===== src/rtl/uart_rx_cfg_if.sv =====
// Purpose: host-side bundle of the configurable UART receiver (serial line, word, handshake, flags).
// Latency: wiring only, no state.
// Backpressure: none; ready is held until the host pulses ready_clr, and unread words set overrun.
interface uart_rx_cfg_if #(
  parameter int DATA_BITS = 8
);
  logic                 rx;
  logic                 ready_clr;
  logic                 ready;
  logic [DATA_BITS-1:0] data_out;
  logic                 parity_err;
  logic                 frame_err;
  logic                 overrun;

  // Host / line side: drives the serial line and the clear pulse, reads the result
  modport master (
    output rx, ready_clr,
    input  ready, data_out, parity_err, frame_err, overrun
  );

  // Receiver side
  modport slave (
    input  rx, ready_clr,
    output ready, data_out, parity_err, frame_err, overrun
  );
endinterface


===== src/rtl/uart_rx_cfg.sv =====
// Purpose: oversampled UART receiver, configurable width/parity/stop bits, majority-vote sampling.
// Latency: word committed at the mid-bit decision point of the last stop bit (+2 cycles input sync).
// Backpressure: none; an uncleared word is overwritten and flagged with a sticky overrun.
module uart_rx_cfg #(
  parameter int CLOCKS_PER_PULSE = 16,
  parameter int DATA_BITS        = 8,
  parameter int PARITY_EN        = 0,
  parameter int PARITY_ODD       = 0,
  parameter int STOP_BITS        = 1
) (
  input  logic          clk,
  input  logic          rstn,
  uart_rx_cfg_if.slave  bus
);

  localparam int CPP = CLOCKS_PER_PULSE;
  localparam int M   = CPP / 2;
  localparam int CW  = $clog2(CPP);
  localparam int BW  = $clog2(DATA_BITS + 1);

  localparam logic [CW-1:0] C_SMP0 = CW'(M - 1);
  localparam logic [CW-1:0] C_SMP1 = CW'(M);
  localparam logic [CW-1:0] C_DEC  = CW'(M + 1);
  localparam logic [CW-1:0] C_LAST = CW'(CPP - 1);
  localparam logic [BW-1:0] B_LAST_DATA = BW'(DATA_BITS - 1);
  localparam logic [BW-1:0] B_LAST_STOP = BW'(STOP_BITS - 1);
  localparam logic          ODD = 1'(PARITY_ODD);

  // BRK holds off re-arming after a frame whose final stop bit was low,
  // so a line held low reports one framing error instead of a stream of them.
  typedef enum logic [2:0] {IDLE, START, DATA, PARITY, STOP, BRK} state_t;

  state_t               state, state_n;
  logic [CW-1:0]        c_clk, c_clk_n;
  logic [BW-1:0]        c_bit, c_bit_n;

  logic                 rx_m, rx_s;
  logic                 smp0, smp1;
  logic                 maj;
  logic                 is_dec, is_last;

  logic                 frame_start, do_shift, do_par, do_stop, do_commit;

  logic [DATA_BITS-1:0] word;
  logic                 perr_rec, ferr_rec;
  logic                 ferr_new;

  logic                 ready_q;
  logic [DATA_BITS-1:0] dout_q;
  logic                 perr_q, ferr_q, ovr_q;

  assign bus.ready      = ready_q;
  assign bus.data_out   = dout_q;
  assign bus.parity_err = perr_q;
  assign bus.frame_err  = ferr_q;
  assign bus.overrun    = ovr_q;

  // Two-flop synchroniser for the asynchronous line; idles high out of reset
  always_ff @(posedge clk or negedge rstn) begin
    if (!rstn) begin
      rx_m <= 1'b1;
      rx_s <= 1'b1;
    end else begin
      rx_m <= bus.rx;
      rx_s <= rx_m;
    end
  end

  // Capture the two early samples; the third is rx_s itself at the decision cycle
  always_ff @(posedge clk or negedge rstn) begin
    if (!rstn) begin
      smp0 <= 1'b1;
      smp1 <= 1'b1;
    end else begin
      if (c_clk == C_SMP0) smp0 <= rx_s;
      if (c_clk == C_SMP1) smp1 <= rx_s;
    end
  end

  // Bit value is the 2-of-3 vote, only meaningful when c_clk is at the decision point
  always_comb begin
    maj     = (smp0 & smp1) | (smp0 & rx_s) | (smp1 & rx_s);
    is_dec  = (c_clk == C_DEC);
    is_last = (c_clk == C_LAST);
  end

  // State, counters and per-cycle strobes for the datapath
  always_comb begin
    state_n     = state;
    c_clk_n     = c_clk;
    c_bit_n     = c_bit;
    frame_start = 1'b0;
    do_shift    = 1'b0;
    do_par      = 1'b0;
    do_stop     = 1'b0;
    do_commit   = 1'b0;

    if (state != IDLE && state != BRK) begin
      c_clk_n = is_last ? '0 : c_clk + 1'b1;
    end

    case (state)
      IDLE: begin
        // The falling-edge cycle itself is count 0
        if (!rx_s) begin
          state_n     = START;
          c_clk_n     = CW'(1);
          c_bit_n     = '0;
          frame_start = 1'b1;
        end
      end
      START: begin
        if (is_dec && maj) begin
          state_n = IDLE;
          c_clk_n = '0;
        end else if (is_last) begin
          state_n = DATA;
          c_bit_n = '0;
        end
      end
      DATA: begin
        if (is_dec) do_shift = 1'b1;
        if (is_last) begin
          if (c_bit == B_LAST_DATA) begin
            c_bit_n = '0;
            state_n = (PARITY_EN != 0) ? PARITY : STOP;
          end else begin
            c_bit_n = c_bit + 1'b1;
          end
        end
      end
      PARITY: begin
        if (is_dec) do_par = 1'b1;
        if (is_last) begin
          state_n = STOP;
          c_bit_n = '0;
        end
      end
      STOP: begin
        if (is_dec) do_stop = 1'b1;
        // Commit mid-bit so the next start edge is never missed
        if (is_dec && c_bit == B_LAST_STOP) begin
          do_commit = 1'b1;
          c_clk_n   = '0;
          c_bit_n   = '0;
          state_n   = maj ? IDLE : BRK;
        end else if (is_last) begin
          c_bit_n = c_bit + 1'b1;
        end
      end
      BRK: begin
        if (rx_s) state_n = IDLE;
      end
      default: state_n = IDLE;
    endcase
  end

  // FSM state and bit-timing counters
  always_ff @(posedge clk or negedge rstn) begin
    if (!rstn) begin
      state <= IDLE;
      c_clk <= '0;
      c_bit <= '0;
    end else begin
      state <= state_n;
      c_clk <= c_clk_n;
      c_bit <= c_bit_n;
    end
  end

  // Assemble the word LSB first and record per-frame error conditions
  always_ff @(posedge clk or negedge rstn) begin
    if (!rstn) begin
      word     <= '0;
      perr_rec <= 1'b0;
      ferr_rec <= 1'b0;
    end else begin
      if (frame_start) begin
        perr_rec <= 1'b0;
        ferr_rec <= 1'b0;
      end
      if (do_shift) word <= {maj, word[DATA_BITS-1:1]};
      if (do_par) perr_rec <= maj ^ (^word) ^ ODD;
      if (do_stop && !maj) ferr_rec <= 1'b1;
    end
  end

  // The last stop bit's vote lands on the same edge as the commit
  always_comb begin
    ferr_new = ferr_rec | ~maj;
  end

  // Host-visible word and sticky flags; a commit outranks a simultaneous clear
  always_ff @(posedge clk or negedge rstn) begin
    if (!rstn) begin
      ready_q <= 1'b0;
      dout_q  <= '0;
      perr_q  <= 1'b0;
      ferr_q  <= 1'b0;
      ovr_q   <= 1'b0;
    end else if (do_commit) begin
      ready_q <= 1'b1;
      dout_q  <= word;
      if (bus.ready_clr) begin
        perr_q <= perr_rec;
        ferr_q <= ferr_new;
        ovr_q  <= 1'b0;
      end else begin
        perr_q <= perr_q | perr_rec;
        ferr_q <= ferr_q | ferr_new;
        ovr_q  <= ovr_q | ready_q;
      end
    end else if (bus.ready_clr) begin
      ready_q <= 1'b0;
      perr_q  <= 1'b0;
      ferr_q  <= 1'b0;
      ovr_q   <= 1'b0;
    end
  end

endmodule


===== src/flat_wrapper.sv =====
// flat-port wrapper written by rule: the top's interface ports become plain ports
module uart_rx_cfg_flat 
#(
  parameter int CLOCKS_PER_PULSE = 16,
  parameter int DATA_BITS        = 8,
  parameter int PARITY_EN        = 0,
  parameter int PARITY_ODD       = 0,
  parameter int STOP_BITS        = 1
)
  (clk, rstn, bus_rx, bus_ready_clr, bus_ready, bus_data_out, bus_parity_err, bus_frame_err, bus_overrun);
  uart_rx_cfg_if #(.DATA_BITS(DATA_BITS)) bus_i ();
  input  logic clk;
  input  logic rstn;
  input wire logic [$bits(bus_i.rx)-1:0] bus_rx;
  input wire logic [$bits(bus_i.ready_clr)-1:0] bus_ready_clr;
  output wire logic [$bits(bus_i.ready)-1:0] bus_ready;
  output wire logic [$bits(bus_i.data_out)-1:0] bus_data_out;
  output wire logic [$bits(bus_i.parity_err)-1:0] bus_parity_err;
  output wire logic [$bits(bus_i.frame_err)-1:0] bus_frame_err;
  output wire logic [$bits(bus_i.overrun)-1:0] bus_overrun;
  assign bus_i.rx = bus_rx;
  assign bus_i.ready_clr = bus_ready_clr;
  assign bus_ready = bus_i.ready;
  assign bus_data_out = bus_i.data_out;
  assign bus_parity_err = bus_i.parity_err;
  assign bus_frame_err = bus_i.frame_err;
  assign bus_overrun = bus_i.overrun;
  uart_rx_cfg #(.CLOCKS_PER_PULSE(CLOCKS_PER_PULSE), .DATA_BITS(DATA_BITS), .PARITY_EN(PARITY_EN), .PARITY_ODD(PARITY_ODD), .STOP_BITS(STOP_BITS)) u_core (.clk(clk), .rstn(rstn), .bus(bus_i));
endmodule

===== config.mk =====
export PLATFORM = sky130hd
export DESIGN_NAME = uart_rx_cfg_flat
export DESIGN_NICKNAME = d
export VERILOG_FILES = /design/src/rtl/uart_rx_cfg_if.sv /design/src/rtl/uart_rx_cfg.sv /design/src/flat_wrapper.sv
export SDC_FILE = /design/constraint.sdc
export NUM_CORES = 1
export LEC_CHECK = 0
export CAP_MARGIN = 10
export CORE_MARGIN = 2
export CORE_UTILIZATION = 57
export DETAILED_ROUTE_END_ITERATION = 10
export GPL_ROUTABILITY_DRIVEN = 1
export PLACE_DENSITY_LB_ADDON = 0.25
export SYNTH_ARGS = -nofsm -noshare
export SYNTH_HDL_FRONTEND = slang
export SYNTH_SLANG_ARGS = --single-unit
export TNS_END_PERCENT = 50

===== constraint.sdc =====
create_clock -name clk -period 2.3 [get_ports clk]
set_input_delay 0.345 -clock clk [delete_from_list [all_inputs] [get_ports clk]]
set_output_delay 0.345 -clock clk [all_outputs]
set_load 0.01 [all_outputs]

## After elaboration in Yosys (flattened, before gate mapping)

Index checks and enable logic that the tools add are counted.
W data, S select, Z words.

| word-level totals | value |
|---|---|
| input port bits | 4 |
| output and inout bits | 12 |
| register bits after elaboration | 37 |

| cells by class | value |
|---|---|
| bitwise logic cells | 11 |
| equality and inequality tests | 20 |
| add/sub/neg operators | 2 |
| reduce and logical (&&, ||, !) cells | 15 |
| multiplexer cells | 43 |

Operator list:

| kind | count |
|---|---|
| $mux W4 | 12 |
| $mux W3 | 9 |
| $pmux W4 S5 | 1 |
| $mux W1 | 19 |
| $pmux W3 S6 | 1 |
| $eq A4 B4 Y1 const B | 3 |
| $pmux W4 S3 | 1 |
| $ne A2 B1 Y1 const B | 5 |
| $add A4 B1 Y4 const B | 2 |
| $eq A4 B3 Y1 const B | 2 |
| $reduce_xor A8 Y1 | 1 |
| $reduce_and A7 Y1 | 1 |
| $eq A3 B2 Y1 const B | 2 |
| $eq A3 B3 Y1 const B | 2 |
| $ne A3 B1 Y1 const B | 2 |
| $or A1 B1 Y1 | 6 |
| $reduce_bool A2 Y1 | 3 |
| $reduce_and A5 Y1 | 1 |
| $reduce_bool A5 Y1 | 1 |
| $logic_and A1 B1 Y1 | 4 |
| $logic_not A4 Y1 | 1 |
| $ne A2 B2 Y1 const B | 2 |
| $and A1 B1 Y1 | 3 |
| $eq A3 B1 Y1 const B | 1 |
| other kinds (6) | 6 |

## Longest topological paths before layout

Gate-level depths: netlist of run 1.

| logic depth | value |
|---|---|
| depth in word-level cells | 8 |
| gate-level depth with buffers | 9 |
| gate-level depth less buffers | 7 |

## Worst setup path after synthesis of run 1

OpenSTA, ideal clock, no wires.

| path | value |
|---|---|
| path type | reg-to-reg |
| start | register u_core.c_clk[0] |
| end | register u_core.c_bit[1] |
| path buffers | 0 |
| data required time | 2.236 ns |
| setup time | 0.064 ns |
| stages on the path, launching flop included | 7 |
| data arrival time | 1.752 ns |
| slack | 0.484 ns |
| cell sequence | dfrtp_1 -> ha_1 -> nand3_1 -> nor2b_1 -> a311o_1 -> a2111oi_2 -> a21o_1 |

| on the way | value |
|---|---|
| word-level cells in the longest chain between the ends | 4 |
| elaborated cells between the ends (all ways) | 12 |
| those cells by class | 5 x eq/ne; 4 x mux; 3 x reduce/logical |

RTL lines:

| item | RTL line | RTL |
|---|---|---|
| from (decl) | uart_rx_cfg.sv:34 | `logic [CW-1:0] c_clk, c_clk_n;` |
| from (signal assigned) | uart_rx_cfg.sv:166 | `c_clk <= c_clk_n;` |
| $eq A4 B4 Y1, on equally long branches | uart_rx_cfg.sv:84, uart_rx_cfg.sv:83 |  |
| $mux W4 (tied with other cells) (2 in a row) | -- |  |
| $pmux W4 S5 or $reduce_and A5 Y1 (tied branches) | -- |  |
| to (signal assigned) | uart_rx_cfg.sv:167 | `c_bit <= c_bit_n;` |
| to (decl) | uart_rx_cfg.sv:35 | `logic [BW-1:0] c_bit, c_bit_n;` |

Parallel ways exist; a longest one is shown, timed or not. The select of a mux whose other input is x is not followed.
A chain may end at the register's enable or synchronous reset.

## Worst setup path after layout of run 1

| path | value |
|---|---|
| start | register u_core.c_bit[0] |
| end | register u_core.c_bit[1] |

| on the way | value |
|---|---|
| word-level cells in the longest chain between the ends | 4 |
| elaborated cells between the ends (all ways) | 11 |
| those cells by class | 1 x add/sub; 2 x eq/ne; 5 x mux; 3 x reduce/logical |

RTL lines:

| item | RTL line | RTL |
|---|---|---|
| $add A4 B1 Y4 (tied with other cells) | uart_rx_cfg.sv:128, uart_rx_cfg.sv:148 |  |
| $mux W4 (tied with other cells) | uart_rx_cfg.sv:147 | `end else if (is_last) begin` |
| $mux W4 (tied with other cells) | uart_rx_cfg.sv:142 | `if (is_dec && c_bit == B_LAST_STOP) begin` |
| $pmux W4 S5 or $reduce_and A5 Y1 (tied branches) | -- |  |

Parallel ways exist; a longest one is shown, timed or not. The select of a mux whose other input is x is not followed.

==> results of run 1 <==
area by class of cell:
cell class,instances,area share
clock buffers,8,0.02707
well taps,44,0.02535
inverters,8,0.01382
repair buffers,20,0.08641
flip-flops and latches,37,0.4286
multi-input cells,140,0.4188
cell usage in the layout (no fill, tap or decap), types with 2 or more instances in the layout:
| cell type | n |
|---|---|
| dfstp_2 | 4 |
| o21ai_0 | 9 |
| nor3_1 | 3 |
| a21oi_1 | 9 |
| nand2b_1 | 3 |
| ha_1 | 6 |
| clkdlybuf4s50_1 | 15 |
| xor2_1 | 3 |
| clkbuf_4 | 5 |
| a22o_1 | 2 |
| nor2_1 | 11 |
| nor2b_1 | 4 |
| dfrtp_1 | 33 |
| nand2_1 | 33 |
| nand3_1 | 7 |
| mux2_2 | 11 |
| xnor2_1 | 7 |
| a21o_1 | 6 |
| nand3b_1 | 3 |
| clkbuf_1 | 2 |
| o22ai_1 | 2 |
| buf_4 | 5 |
| inv_1 | 8 |
cell families (layout without fill, tap and decap cells):
kind of cell             Yosys count  in the layout  synth area share
AND/OR/NAND/NOR                   74             74            0.1884
adder cells (fa/ha/maj)            7              7           0.04479
XOR/XNOR                          10             10           0.04612
buffers and inverters             14             36           0.03096
flip-flops                        37             37            0.4901
multiplexers                      12             12           0.07049
AO/OA/AOI/OAI                     37             37            0.1291
registers in the layout (all words and copies together), names as in the netlist:
name / count
u_core.rx_m: 1
u_core.bus.ready: 1
u_core.state: 3
u_core.smp1: 1
u_core.ferr_rec: 1
u_core.c_clk: 4
u_core.bus.parity_err: 1
u_core.rx_s: 1
u_core.bus.data_out: 8
u_core.bus.frame_err: 1
u_core.word: 8
u_core.smp0: 1
u_core.bus.overrun: 1
u_core.perr_rec: 1
u_core.c_bit: 4
Yosys cell counts, types with 2 or more instances:
cell type   n  area (um2)
a21o_1      6       45.04
a21oi_1     9       45.04
a22o_1      2       17.52
buf_2       2       10.01
clkbuf_1    3       11.26
dfrtp_1    33       825.8
dfstp_2     4       105.1
ha_1        6       75.07
inv_1       8       30.03
mux2_2     11       123.9
nand2_1    33       123.9
nand2b_1    3       18.77
nand3_1     7       35.03
nand3b_1    3       22.52
nor2_1     11       41.29
nor2b_1     4       25.02
nor3_1      3       15.01
o21ai_0     9       45.04
o22ai_1     2       12.51
xnor2_1     7       61.31
xor2_1      3       26.28
power breakdown:
part           total, mW  internal [mW]  switching, mW
Sequential         0.837          0.745         0.0924
Clock              0.347          0.151          0.196
Combinational      0.565          0.238          0.327
metal layers:
layer	share of wire	up-vias	routed length (um)
met4	0.023	0	93
li1	-	702	-
met2	0.50	57	2002
met3	0.059	15	235
met5	0	-	0
met1	0.42	730	1679
worst max-delay path by stage:
| stage | slack, ps | endpoint |
|---|---|---|
| floorplan | 480 | u_core.c_bit[1] |
| global placement | 350 | u_core.c_bit[1] |
| detailed placement | 250 | u_core.c_bit[1] |
| CTS | 210 | u_core.c_bit[1] |
| global route | 30 | u_core.c_bit[1] |
| finish | 160 | u_core.c_bit[1] |
through the flow:
stage          utilization  setup slack, ps  hold slack [ps]
2_1_floorplan            -            483.9            49.41
3_3_place_gp        0.6810            352.9            346.0
3_5_place_dp        0.6810            251.2            349.6
4_1_cts             0.7000            208.7            364.8
5_1_grt             0.7000            30.14            369.8
6_report            0.7000            160.5            363.3
==> metrics.md, run 1 <==
| Metric | Value |
|---|---|
| Outcome | complete, no violations |
| GP Congestion | 0.8931 |
| First-pass GRT wire length | 6.582 mm |
| FF+latch count, synth | 37 |
| # diodes | 0 |
| Crit Path Max Fanout | 5 |
| Final worst path period need | 2139 ps |
| Reg2reg end | u_core.c_bit[1] |
| Final hold viol count | 0 |
| CTS Sinks | 37 |
| Cell total after placement | 249 |
| Met1 GRT Util | 0.3166 |
| Cell Area, Synth | 1899 um2 |
| Peak supply drop | 0.0004910 V |
| P_leak | 0.9994 nW |
| Worst-margin pin slew | 504.7 ps |
| GRT met3 Usage | 0.05797 |
| Tcrit/Tclk final | 0.9302 |
| Overall Power | 1.749 mW |
| Routed WL | 4.010 mm |
| CP Buf/Inv Count | 1 |
| Worst rel slew slack | 0.6625 |
| Top-Level Pins | 16 |
| CTS buffer count | 5 |
| Primary FF master, synth | dfrtp_1 |
| DP Area | 2113 um2 |
| Crit start category | flip-flop |
| Core Rows | 20 |
| Core Box Area | 3103 um2 |
| Post-CTS sizing | 0 |
| Post-layout instance area | 2172 um2 |
| Clock Path Buffers | 2 |
| Async SR Flop Fraction | 1.000 |
| TNS Setup | 0 ps |
| Vias per cell | 5.852 |
| Gr busiest metal | met2 |
| PwrDens | 805.4 nW/um2 |
| H-tree depth | 2 |
| CTS tree | yes |
| Vias | 1504 |
| Footprint of the multi-input gates | 909.6 um2 |
| CP Depth | 7 |
| Drc violations | 0 |
| Crit-path cells | inv_1 -> ha_1 -> nor3b_2 -> nand2_1 -> a311o_1 -> a2111oi_2 -> a21o_1 |
| TritonRoute pass-1 iters | 4 |
| Worst path top cell family by delay | compound AO/OA/AOI/OAI gates |
| Final-layout fill cell count | 230 |
| DRT antenna net count | 0 |
| Die Y | 61.73 um |
| Pins Over Slew Limit | 0 |
| Worst Reg-to-Reg Cells | 7 |
| Area Overhead vs Synth | 14.36% |
| Worst hold endpoint | u_core.rx_s |
| Largest net degree at the start of global routing | 38 |
| Reg area | 930.9 um2 |
| RSZ-0062 raised after global routing | false |
| Mapped Cells | 191 |
| Setup crit start | u_core.c_bit[0] |
| CP max stage delay | 470 ps |
| Average cell area after synthesis | 9.944 um2 |
| Worst Path Required | 2570 ps |
| IO buf count | 15 |
| Layout cells sized above 1 | 0.1455 |
| Die area | 3810 um2 |
| Setup CP Type | flip-flop to flip-flop |
| Final setup fails | 0 |
| Finished Layout Cells | 257 |
| Post-DR wirelength/cell | 15.60 um |
| Seq/Total Area, Yosys | 0.4901 |
| Max-cap violation count | 0 |
| Initial antenna violation count | 0 |
| Synth cell types | 43 |
| Nets | 222 |
| Grt met2 use | 0.3820 |
| Worst skew pair latency | 330 ps |
| Initial Util | 0.6121 |
| CP max stage cell | dfrtp_1 |
| Class of the worst hold path | flip-flop to flip-flop |
| Hold path cells | 0 |
| WP data arrival | 2410 ps |
| Clk slew on worst S/H paths | 100 ps |
| Hold Crit Start | u_core.rx_m |
| Setup bufs post-CTS | 0 |
| EDFF count, synth | 0 |
| RR Startpoint | u_core.c_bit[0] |
| GR Util All Layers | 0.2400 |
| R2r setup slk | 160 ps |
| Dpl hpwl | 2.822 mm |
| Achievable Freq | 467.4 MHz |
| Initial drt markers | 141 |
| Number of global-route vias before repair | 1402 |
| Warnings from Yosys | 0 |
| Die width | 61.73 um |
| GRT overflow | 0 |
| Syn_nets | 201 |
| Worst Setup End Kind | flip-flop |
| Skew final | 11.13 ps |
| Cts hold-fix bufs | 0 |
| Root buffer cell | clkbuf_4 |
No activity file was read; power rests on OpenSTA's default activity.
==> run 2: changes to the inputs <==
--- a/config.mk
+++ b/config.mk
@@ -8,9 +8,11 @@
 export CAP_MARGIN = 10
 export CORE_MARGIN = 2
 export CORE_UTILIZATION = 57
+export CTS_CLUSTER_DIAMETER = 120
 export DETAILED_ROUTE_END_ITERATION = 10
 export GPL_ROUTABILITY_DRIVEN = 1
 export PLACE_DENSITY_LB_ADDON = 0.25
+export REMOVE_ABC_BUFFERS = 1
 export SYNTH_ARGS = -nofsm -noshare
 export SYNTH_HDL_FRONTEND = slang
 export SYNTH_SLANG_ARGS = --single-unit
==> run 2 against run 1 <==
Compared with the run above:
- power up 4.5%
- register-to-register slack improved by 30 ps
- die area unchanged
- first-iteration DRC count is 64% lower
- highest routed layer unchanged
==> metrics.md, run 2 (same netlist as run 1, synthesis figures left out) <==
| Metric | Value |
|---|---|
| DRT antenna net count | 0 |
| Final worst path period need | 2108 ps |
| Final-layout fill cell count | 244 |
| Core Rows | 20 |
| Sw Share | 0.3419 |
| Number of global-route vias before repair | 1334 |
| Max-cap violation count | 0 |
| Worst Setup End Kind | flip-flop |
| Cell total after placement | 248 |
| Worst-margin pin slew | 470.4 ps |
| Drc violations | 0 |
| CP max stage cell | dfrtp_1 |
| Vias per cell | 5.645 |
| Cts hold-fix bufs | 0 |
| Pins Over Slew Limit | 0 |
| Area Overhead vs Synth | 14.89% |
| Clk slew on worst S/H paths | 110 ps |
| Nets | 221 |
| Seq pwr share | 0.459 |
| CTS tree | yes |
| Clk pwr share | 0.239 |
| Final core occ | 0.7032 |
| Routed WL | 3.674 mm |
| P_leak | 1.004 nW |
| Crit-path cells | ha_1 -> nand3_1 -> nor2b_1 -> a311o_1 -> a2111oi_2 -> a21o_1 |
| Die Y | 61.73 um |
| Vias | 1445 |
| Hold Crit Start | u_core.rx_m |
| Final hold slack | 363.0 ps |
| RR Startpoint | u_core.c_clk[0] |
| CTS Sinks | 37 |
| Post-CTS sizing | 0 |
| Initial Util | 0.6121 |
| IO buf count | 15 |
| GR Util All Layers | 0.2210 |
| CP Buf/Inv Count | 0 |
| Die width | 61.73 um |
| CTS buffer count | 5 |
| PwrDens | 837.5 nW/um2 |
| Final setup fails | 0 |
| Largest net degree at the start of global routing | 38 |
| Die area | 3810 um2 |
| Achievable Freq | 474.3 MHz |
| Reg area | 930.9 um2 |
| P_sw | 0.6248 mW |
| Crit Path Max Fanout | 7 |
| GRT overflow | 0 |
| Pint | 1.203 mW |
| CP max stage delay | 480 ps |
| Setup bufs post-CTS | 0 |
| Top-Level Pins | 16 |
| RSZ-0062 raised after global routing | false |
| Final hold viol count | 0 |
| Class of the worst hold path | flip-flop to flip-flop |
| Clock Path Buffers | 2 |
| Footprint of the multi-input gates | 909.6 um2 |
| Setup CP Type | flip-flop to flip-flop |
| Finished Layout Cells | 256 |
| Post-DR wirelength/cell | 14.35 um |
| WP data arrival | 2410 ps |
| First-pass GRT wire length | 5.947 mm |
| Worst path top cell family by delay | compound AO/OA/AOI/OAI gates |
| Tcrit/Tclk final | 0.9167 |
| GP Congestion | 0.8363 |
| Skew final | 8.953 ps |
| Worst Reg-to-Reg Cells | 6 |
| H-tree depth | 2 |
| # diodes | 0 |
| Dpl hpwl | 2.710 mm |
| Worst Path Required | 2600 ps |
| Crit start category | flip-flop |
| Most frequent cells in the layout | nand2_1 (33), dfrtp_1 (33), clkdlybuf4s50_1 (15), nor2_1 (11), mux2_2 (11) |
| Worst rel slew slack | 0.6855 |
| TNS Setup | 0 ps |
| TritonRoute pass-1 iters | 4 |
| Peak supply drop | 0.0004703 V |
| Worst hold endpoint | u_core.rx_s |
| Root buffer cell | clkbuf_4 |
| Core Box Area | 3103 um2 |
| Outcome | complete, no violations |
| Layout cells sized above 1 | 0.1462 |
| Initial antenna violation count | 0 |
| Initial drt markers | 51 |
| R2r setup slk | 190 ps |
| Hold path cells | 0 |
| Reg2reg end | u_core.c_bit[1] |
| Worst skew pair latency | 350 ps |
| Logic pwr share | 0.302 |
-- run 2: changes by cell type in the layout (fill, tap and decap cells not counted), sizes merged --
cell    change
clkbuf      -2
clkinv      +1
bufinv      +1
buf         -1
-- run 2: cell type report --
cell class,instances,area share
clock buffer,6,0.01892
clock inverter,2,0.01606
inverter,8,0.01376
multi-input combinational,140,0.4169
sequential,37,0.4266
tap,44,0.02523
timing repair buffer,19,0.08257
-- run 2: worst reg2reg max path, cell delays in order, from the launching register on --
cell	delay, ps
dfrtp_1	480
ha_1	240
nand3_1	210
nor2b_1	220
a311o_1	410
a2111oi_2	370
a21o_1	120
-- run 2: metrics by stage --
| stage | worst slack (ps) | total power [mW] | area, um2 |
|---|---|---|---|
| finish | 191.6 | 1.828 | 2182 |
| global route | 33.19 | 1.948 | 2182 |
| CTS | 204.7 | 1.831 | 2182 |
| detailed placement | 229.9 | 1.394 | 2106 |
| global placement | 357.6 | 1.349 | 2106 |
| floorplan | 272.1 | 1.230 | 1871 |
-- run 2: worst max path at each step --
stage	from	to	slack, ps	cells past startpoint
2_1_floorplan	u_core.state[0]	u_core.c_bit[1]	270	5
3_3_place_gp	u_core.c_clk[1]	u_core.c_bit[1]	360	7
3_5_place_dp	u_core.c_clk[0]	u_core.c_bit[1]	230	6
4_1_cts	u_core.c_clk[0]	u_core.c_bit[1]	200	6
5_1_grt	u_core.c_clk[0]	u_core.c_bit[1]	30	6
6_report	u_core.c_clk[0]	u_core.c_bit[1]	190	6
-- run 2: power groups by stage --
stage | logic (mW) | clock network [mW] | registers [mW]
5_1_grt | 0.607 | 0.486 | 0.855
2_1_floorplan | 0.371 | 0 | 0.859
4_1_cts | 0.549 | 0.446 | 0.836
3_3_place_gp | 0.512 | 0 | 0.837
3_5_place_dp | 0.546 | 0 | 0.848
6_report | 0.552 | 0.437 | 0.838
-- run 2: metal layers --
metal | vias up | track usage | share of wire
met5 | - | 0 | 0
met4 | 0 | 0.08207 | 0.010
met3 | 4 | 0.08282 | 0.050
met2 | 39 | 0.3624 | 0.50
met1 | 695 | 0.2665 | 0.43
li1 | 707 | - | -
